[src/rtl/addsub_pkg.sv]
// Shared definitions for the bit-serial add/subtract controller.
//   state_t  : controller states (IDLE / RUN / DONE)
//   FLAG_*   : bit positions inside the 4-bit flags output
package addsub_pkg;

    typedef enum logic [1:0] {
        IDLE = 2'd0,
        RUN  = 2'd1,
        DONE = 2'd2
    } state_t;

    localparam int FLAG_W = 4;
    localparam int FLAG_C = 0;   // carry-out of MSB (for subtract: 1 = no borrow)
    localparam int FLAG_V = 1;   // signed overflow
    localparam int FLAG_Z = 2;   // result is zero
    localparam int FLAG_N = 3;   // result MSB

endpackage

[src/rtl/full_adder.sv]
// Single-bit full adder cell.
//   a, b, cin : addend bits and carry-in
//   sum, cout : sum bit and carry-out
module full_adder (
    input  logic a,
    input  logic b,
    input  logic cin,
    output logic sum,
    output logic cout
);

    assign sum  = a ^ b ^ cin;
    assign cout = (a & b) | (a & cin) | (b & cin);

endmodule

[src/rtl/serial_addsub_ctrl.sv]
// Bit-serial adder/subtractor, LSB first, one bit per clock through a single
// full adder cell. Valid/ready handshake on both operand and result sides.
//   clk, rst_n            : clock, asynchronous active-low reset
//   in_valid / in_ready   : operand handshake (a, b, sub sampled on accept)
//   a, b, sub             : operands, sub=1 selects a-b, sub=0 selects a+b
//   out_valid / out_ready : result handshake
//   result, flags         : sum/difference and {N, Z, V, C}; zero outside DONE
//
// state | meaning
// ------+-------------------------------------------------------------
// IDLE  | waiting for operands, in_ready high
// RUN   | one operand bit per edge, WIDTH edges total
// DONE  | result/flags presented, held until out_ready
module serial_addsub_ctrl
    import addsub_pkg::*;
#(
    parameter int WIDTH = 64
) (
    input  logic              clk,
    input  logic              rst_n,
    input  logic              in_valid,
    output logic              in_ready,
    input  logic [WIDTH-1:0]  a,
    input  logic [WIDTH-1:0]  b,
    input  logic              sub,
    output logic              out_valid,
    input  logic              out_ready,
    output logic [WIDTH-1:0]  result,
    output logic [FLAG_W-1:0] flags
);

    localparam int CNT_W = $clog2(WIDTH) + 1;
    localparam logic [CNT_W-1:0] LAST_BIT = CNT_W'(WIDTH - 1);

    state_t             state_q;
    state_t             state_d;
    logic [WIDTH-1:0]   a_sh;
    logic [WIDTH-1:0]   b_sh;
    logic [WIDTH-1:0]   res_sh;
    logic               sub_q;
    logic               carry_q;
    logic               cin_msb_q;
    logic [CNT_W-1:0]   cnt_q;
    logic               last_bit;
    logic               fa_b;
    logic               fa_sum;
    logic               fa_cout;

    assign last_bit = (cnt_q == LAST_BIT);

    // Subtraction is a + ~b + 1: invert b per bit, the +1 enters as initial carry.
    assign fa_b = b_sh[0] ^ sub_q;

    full_adder u_fa (
        .a    (a_sh[0]),
        .b    (fa_b),
        .cin  (carry_q),
        .sum  (fa_sum),
        .cout (fa_cout)
    );

    always_ff @(posedge clk or negedge rst_n) begin
        if (!rst_n) begin
            state_q <= IDLE;
        end else begin
            state_q <= state_d;
        end
    end

    always_comb begin
        state_d = state_q;
        case (state_q)
            IDLE:    if (in_valid)  state_d = RUN;
            RUN:     if (last_bit)  state_d = DONE;
            DONE:    if (out_ready) state_d = IDLE;
            default:                state_d = IDLE;
        endcase
    end

    always_ff @(posedge clk or negedge rst_n) begin
        if (!rst_n) begin
            a_sh      <= '0;
            b_sh      <= '0;
            res_sh    <= '0;
            sub_q     <= 1'b0;
            carry_q   <= 1'b0;
            cin_msb_q <= 1'b0;
            cnt_q     <= '0;
        end else begin
            case (state_q)
                IDLE: begin
                    if (in_valid) begin
                        a_sh      <= a;
                        b_sh      <= b;
                        sub_q     <= sub;
                        carry_q   <= sub;
                        cin_msb_q <= 1'b0;
                        res_sh    <= '0;
                        cnt_q     <= '0;
                    end
                end
                RUN: begin
                    // Sum bits enter at the MSB so that after WIDTH shifts
                    // bit 0 has travelled down to result[0].
                    res_sh  <= {fa_sum, res_sh[WIDTH-1:1]};
                    a_sh    <= a_sh >> 1;
                    b_sh    <= b_sh >> 1;
                    carry_q <= fa_cout;
                    cnt_q   <= cnt_q + CNT_W'(1);
                    // Carry into the MSB, needed for signed overflow.
                    if (last_bit) begin
                        cin_msb_q <= carry_q;
                    end
                end
                default: ;
            endcase
        end
    end

    always_comb begin
        in_ready  = (state_q == IDLE);
        out_valid = (state_q == DONE);
        result    = '0;
        flags     = '0;
        if (state_q == DONE) begin
            result         = res_sh;
            flags[FLAG_C]  = carry_q;
            flags[FLAG_V]  = cin_msb_q ^ carry_q;
            flags[FLAG_Z]  = ~|res_sh;
            flags[FLAG_N]  = res_sh[WIDTH-1];
        end
    end

endmodule
[config.mk]
export PLATFORM = sky130hd
export DESIGN_NAME = serial_addsub_ctrl
export DESIGN_NICKNAME = d
export VERILOG_FILES = /design/src/rtl/addsub_pkg.sv /design/src/rtl/full_adder.sv /design/src/rtl/serial_addsub_ctrl.sv
export SDC_FILE = /design/constraint.sdc
export NUM_CORES = 1
export LEC_CHECK = 0
export BUFFER_PORTS_ARGS = -buffer_cell sky130_fd_sc_hd__buf_2
export CAP_MARGIN = 20
export CORE_MARGIN = 5
export CORE_UTILIZATION = 30
export CTS_BUF_LIST = sky130_fd_sc_hd__clkbuf_16
export DETAILED_ROUTE_END_ITERATION = 16
export RECOVER_POWER = 100
export SETUP_SLACK_MARGIN = 0.2
export SLEW_MARGIN = 20
export SYNTH_ARGS = -nofsm -noshare
export SYNTH_HDL_FRONTEND = slang
export SYNTH_SLANG_ARGS = --single-unit
[constraint.sdc]
create_clock -name clk -period 2.6 [get_ports clk]
set_input_delay 0.13 -clock clk [delete_from_list [all_inputs] [get_ports clk]]
set_output_delay 0.13 -clock clk [all_outputs]
set_load 0.05 [all_outputs]
Yosys cells after proc, flatten, opt, wreduce, memory -nomap -nowiden
Cells that the tools add are included. W data, S select, Z words.

Shifts and indexed selects: 0. Div/mod/pow operators: 0. Add/sub/neg operators: 1. Reductions and logical operators: 8. Bitwise gates (word level): 9. Multiply operators: 0. Multiplexer cells: 19. Order comparisons: 0. Equality and inequality tests: 6.

Operators with widths (count): $pmux W64 S2 (3); $mux W64 (4); $reduce_or A64 Y1 (1); $pmux W7 S2 (1); $add A7 B1 Y7 const B (1); $eq A7 B6 Y1 const B (1); $mux W7 (1); $mux W2 (3); $pmux W2 S3 (1); $reduce_and A3 Y1 (2); $mux W4 (1); $ne A2 B2 Y1 const B (2); $pmux W1 S2 (2); $reduce_and A2 Y1 (2); $xor A1 B1 Y1 (4); $and A1 B1 Y1 (3); $mux W1 (3); $eq A2 B1 Y1 const B (1); $eq A2 B2 Y1 const B (1); $logic_not A2 Y1 (1); $ne A2 B1 Y1 const B (1); $or A1 B1 Y1 (2); $reduce_bool A2 Y1 (1); $logic_not A1 Y1 (1).

Output and inout bits: 70. Latch bits: 0. Bits in writable memories: 0. Word-level logic and storage cells: 51. Memories: 0. Bits of input ports: 133. Flip-flop bits (word level): 204. ROM bits: 0.

Logic depth before layout (Yosys ltp)
Depth after elaboration: 5. Gate-level depth with buffers: 6. Depth with buffers taken out: 4.

Cells and area by module
A second synthesis with hierarchy kept.

Cell total of the unflattened synthesis: 994. Area, all modules: 8909.8 um2.

Modules (own cells, without submodules): serial_addsub_ctrl (seq. area each 5104.9 um2, times used 1, area each 8889.8 um2, cells each 993); full_adder (seq. area each 0.0 um2, times used 1, area each 20.0 um2, cells each 1).

Least setup slack after synthesis
Ideal clock, no wire load.

Path type: register -> output. Start point: register state_q[0]. End point: output flags[2]. Arrival: 2.508 ns. Setup slack: -0.038 ns. Data required time: 2.470 ns. Buffers on the path: 0. Stages on the path, launching flop included: 5. Cell sequence: dfrtp_1 > nand2b_1 > nor3_1 > nand4_1 > nor4b_1.

Word-level cells in the longest chain between the ends: 2.

Ends and longest elaborated chain: from (decl) (line serial_addsub_ctrl.sv:35) `state_t state_q;`; from (signal assigned) (line serial_addsub_ctrl.sv:66) `state_q <= state_d;`; $eq A2 B2 Y1 (line serial_addsub_ctrl.sv:125) `if (state_q == DONE) begin`; $mux W4 (line serial_addsub_ctrl.sv:125); to (decl) (line serial_addsub_ctrl.sv:29) `output logic [FLAG_W-1:0] flags`.

Every way passes these cells.

Worst setup path in the final report
Start point: register state_q[0]. End point: output result[42].

Word-level cells in the longest chain between the ends: 2.

Ends and longest elaborated chain: $eq A2 B2 Y1 (line serial_addsub_ctrl.sv:125); $mux W64 (line serial_addsub_ctrl.sv:125); to (decl) (line serial_addsub_ctrl.sv:28) `output logic [WIDTH-1:0] result,`.

Every way passes these cells.

==> out/metrics.cfg <==
[timing]
fmax_ghz=0.422
worst_clock_skew_ns=0.0102
hold_violations=0
tns_ns=0
setup_ws_ns=0.231
finalSetupViolations=0
relSlewSlack=0.0525
finalCriticalPeriod_ns=2.37
rsz0062_at_grt=false
worst_slew_pin_slew_ns=1.42
final.period_utilization=0.911
drv_slew=0

[yosys]
ys_ff_latch=204
ys_top_cells_by_area=dfrtp_1 (57%), nand2_1 (9.6%), nor2_1 (7.4%), o22ai_1 (6.0%), and2_1 (4.5%)
synth.most_common_cell=nand2_1
synth_cell_type_count=34
synthCells=992
synthDominantCellAreaShare=0.572
synth_seq_area_share=0.572
synth_edf_count=0
synth_common_cells=nand2_1 (228), dfrtp_1 (204), nor2_1 (175)
synthFlopType=dfrtp_1
yosysWarnings=0
synthesis.nets=1127
syn_area_per_cell_um2=9.00
async_reset_ff_frac=1.00
synth.largest_area_cell=dfrtp_1
netlist_area_mm2=0.00893

[route]
route.detailed.drc=0
drtPass1Iterations=6
drt-total-wl_mm=25.8
via_per_inst=4.76
vias=8097
route.antenna.remaining_nets=0
first_iter_violations=619
detail_route.wl_per_cell_um=15.2

[clock_tree]
numCtsBuffers=25
path_clk_slew_ns=0.06
clock_path_buffers=3
insertion_delay_ns=0.51
cts.sinks=204
h-tree-depth=1
cts-root-buf=clkbuf_16
cts_tree=done

[place]
portBuffers=202
globalplace.congestion=0.758
pre_cts_ws_ns=0.646
post-dp-hpwl_mm=15.6

[critical_path]
cp_data_arrival_time_ns=2.24
end_kind=primary output
cp_data_required_time_ns=2.47
start_kind=flop
cp_max_fo=37
path_class=reg -> out

[floorplan]
rows=63
start_util=0.303
die_x_um=183
io_pins=203
die-area_mm2=0.0333
core_mm2=0.0295
fp.dieH_um=183

[min_path]
hold_path.class=in -> reg

[power_and_ir_drop]
p_per_area_mw_per_mm2=979
p_leak_nw=5.61
ir_drop_v=0.000449

[cells_and_area]
layout.nets=1428
n_antenna_cell=0
area.growth.synth_to_final_pct=38.0
drive_above_1_share=0.171
nFillCells=2925

[grt]
grt_usage=0.153
grt_max_degree=113
antenna_found_initial=0
grt_pass1_vias=8214
overflow=0
grt_pass1_wl_mm=43.0

[outcome]
status=finished, final reports clean

[job]
cap_violations=0

-- kinds of logic (layout without fill, tap and decap cells) --
logic type / Yosys count / count (layout) / share of synthesized area
muxes: 1 / 1 / 0.00112
AOI/OAI and AO/OA: 210 / 210 / 0.143
and+or+nand+nor: 498 / 498 / 0.237
adders and majority gates: 2 / 2 / 0.00364
buffers and inverters: 75 / 393 / 0.0409
xor gates and xnor gates: 2 / 2 / 0.00196
DFF: 204 / 204 / 0.572
-- worst max-delay path, stage by stage, from the launching register on --
cell and delay (ns):
dfrtp_2 0.46, nand2b_4 0.19, inv_1 0.10, buf_4 0.28, and2_1 0.20, clkbuf_1 0.49
-- metrics by stage --
step / power, mW / hold WS, ns / instances / utilization / area, um^2
2_1_floorplan: 7.70 / -0.166 / 992 / - / 8930
3_3_place_gp: 8.55 / 0.129 / 1525 / 0.350 / 10300
5_1_grt: 13.0 / 0.360 / 1700 / 0.418 / 12300
4_1_cts: 12.2 / 0.146 / 1700 / 0.421 / 12400
6_report: 12.1 / 0.363 / 1700 / 0.418 / 12300
3_5_place_dp: 8.70 / 0.128 / 1525 / 0.350 / 10300
-- area by class of cell --
class | instances | area (um^2) | area share
well taps | 390 | 488 | 0.0396
multi-input cells | 713 | 3500 | 0.284
clock buffers | 25 | 626 | 0.0508
inverters | 2 | 7.51 | 0.000609
clock inverters | 19 | 138 | 0.0112
repair buffers | 347 | 2460 | 0.199
flip-flops and latches | 204 | 5110 | 0.415
-- placed cells by master, fill, tap and decap left out, drive strengths merged, types with 2 or more instances in the layout --
| cell type | instances |
|---|---|
| nand2b | 2 |
| bufinv | 2 |
| dfrtp | 204 |
| buf | 146 |
| o211ai | 2 |
| nor4 | 15 |
| a22oi | 42 |
| o21ai | 77 |
| dlygate4sd3 | 131 |
| nand4 | 6 |
| nor2 | 176 |
| clkbuf | 95 |
| nand2 | 228 |
| o22ai | 85 |
| nor3b | 2 |
| inv | 6 |
| a31oi | 2 |
| clkinv | 12 |
| and2 | 64 |
-- registers in the layout, summed over array words and instances, names as in the netlist --
name and flops:
state_q 2, cin_msb_q 1, carry_q 1, a_sh 64, b_sh 64, res_sh 64, cnt_q 7, sub_q 1
-- report_power, final --
group | internal [mW] | switching [mW]
Combinational | 1.48 | 1.75
Sequential | 4.55 | 0.992
Clock | 1.93 | 1.35
Total | 7.97 | 4.09
-- metal layers --
metal,routed length (um),vias to the layer above,share of wire,global-route usage
li1,-,3952,-,-
met1,11500,3906,0.44,0.208
met2,12600,201,0.49,0.256
met3,1290,38,0.050,0.0253
met4,468,0,0.018,0.0387
met5,0,-,0,0
-- final timing paths --
kind | to | start | slack, ns | depth (start not counted)
max | result[42] | state_q[0] | 0.23 | 5
min | a_sh[27] | a[27] | 0.36 | 4
max reg2reg | res_sh[18] | state_q[1] | 0.45 | 3
min reg2reg | a_sh[59] | a_sh[59] | 0.47 | 2
max in group asynchronous | res_sh[54] | rst_n | 0.71 | 3
min in group asynchronous | b_sh[27] | rst_n | 0.49 | 2
-- repair_timing --
item / 4_1_cts / 5_1_grt
resized for setup: 4 / 4
setup buffers: 0 / 0
hold buffers: 131 / 0
pin swaps: 0 / 2
setup endpoints to repair: 1 / 2
endpoints found under the hold margin: 182 / 0
No activity file was read; power rests on OpenSTA's default activity.
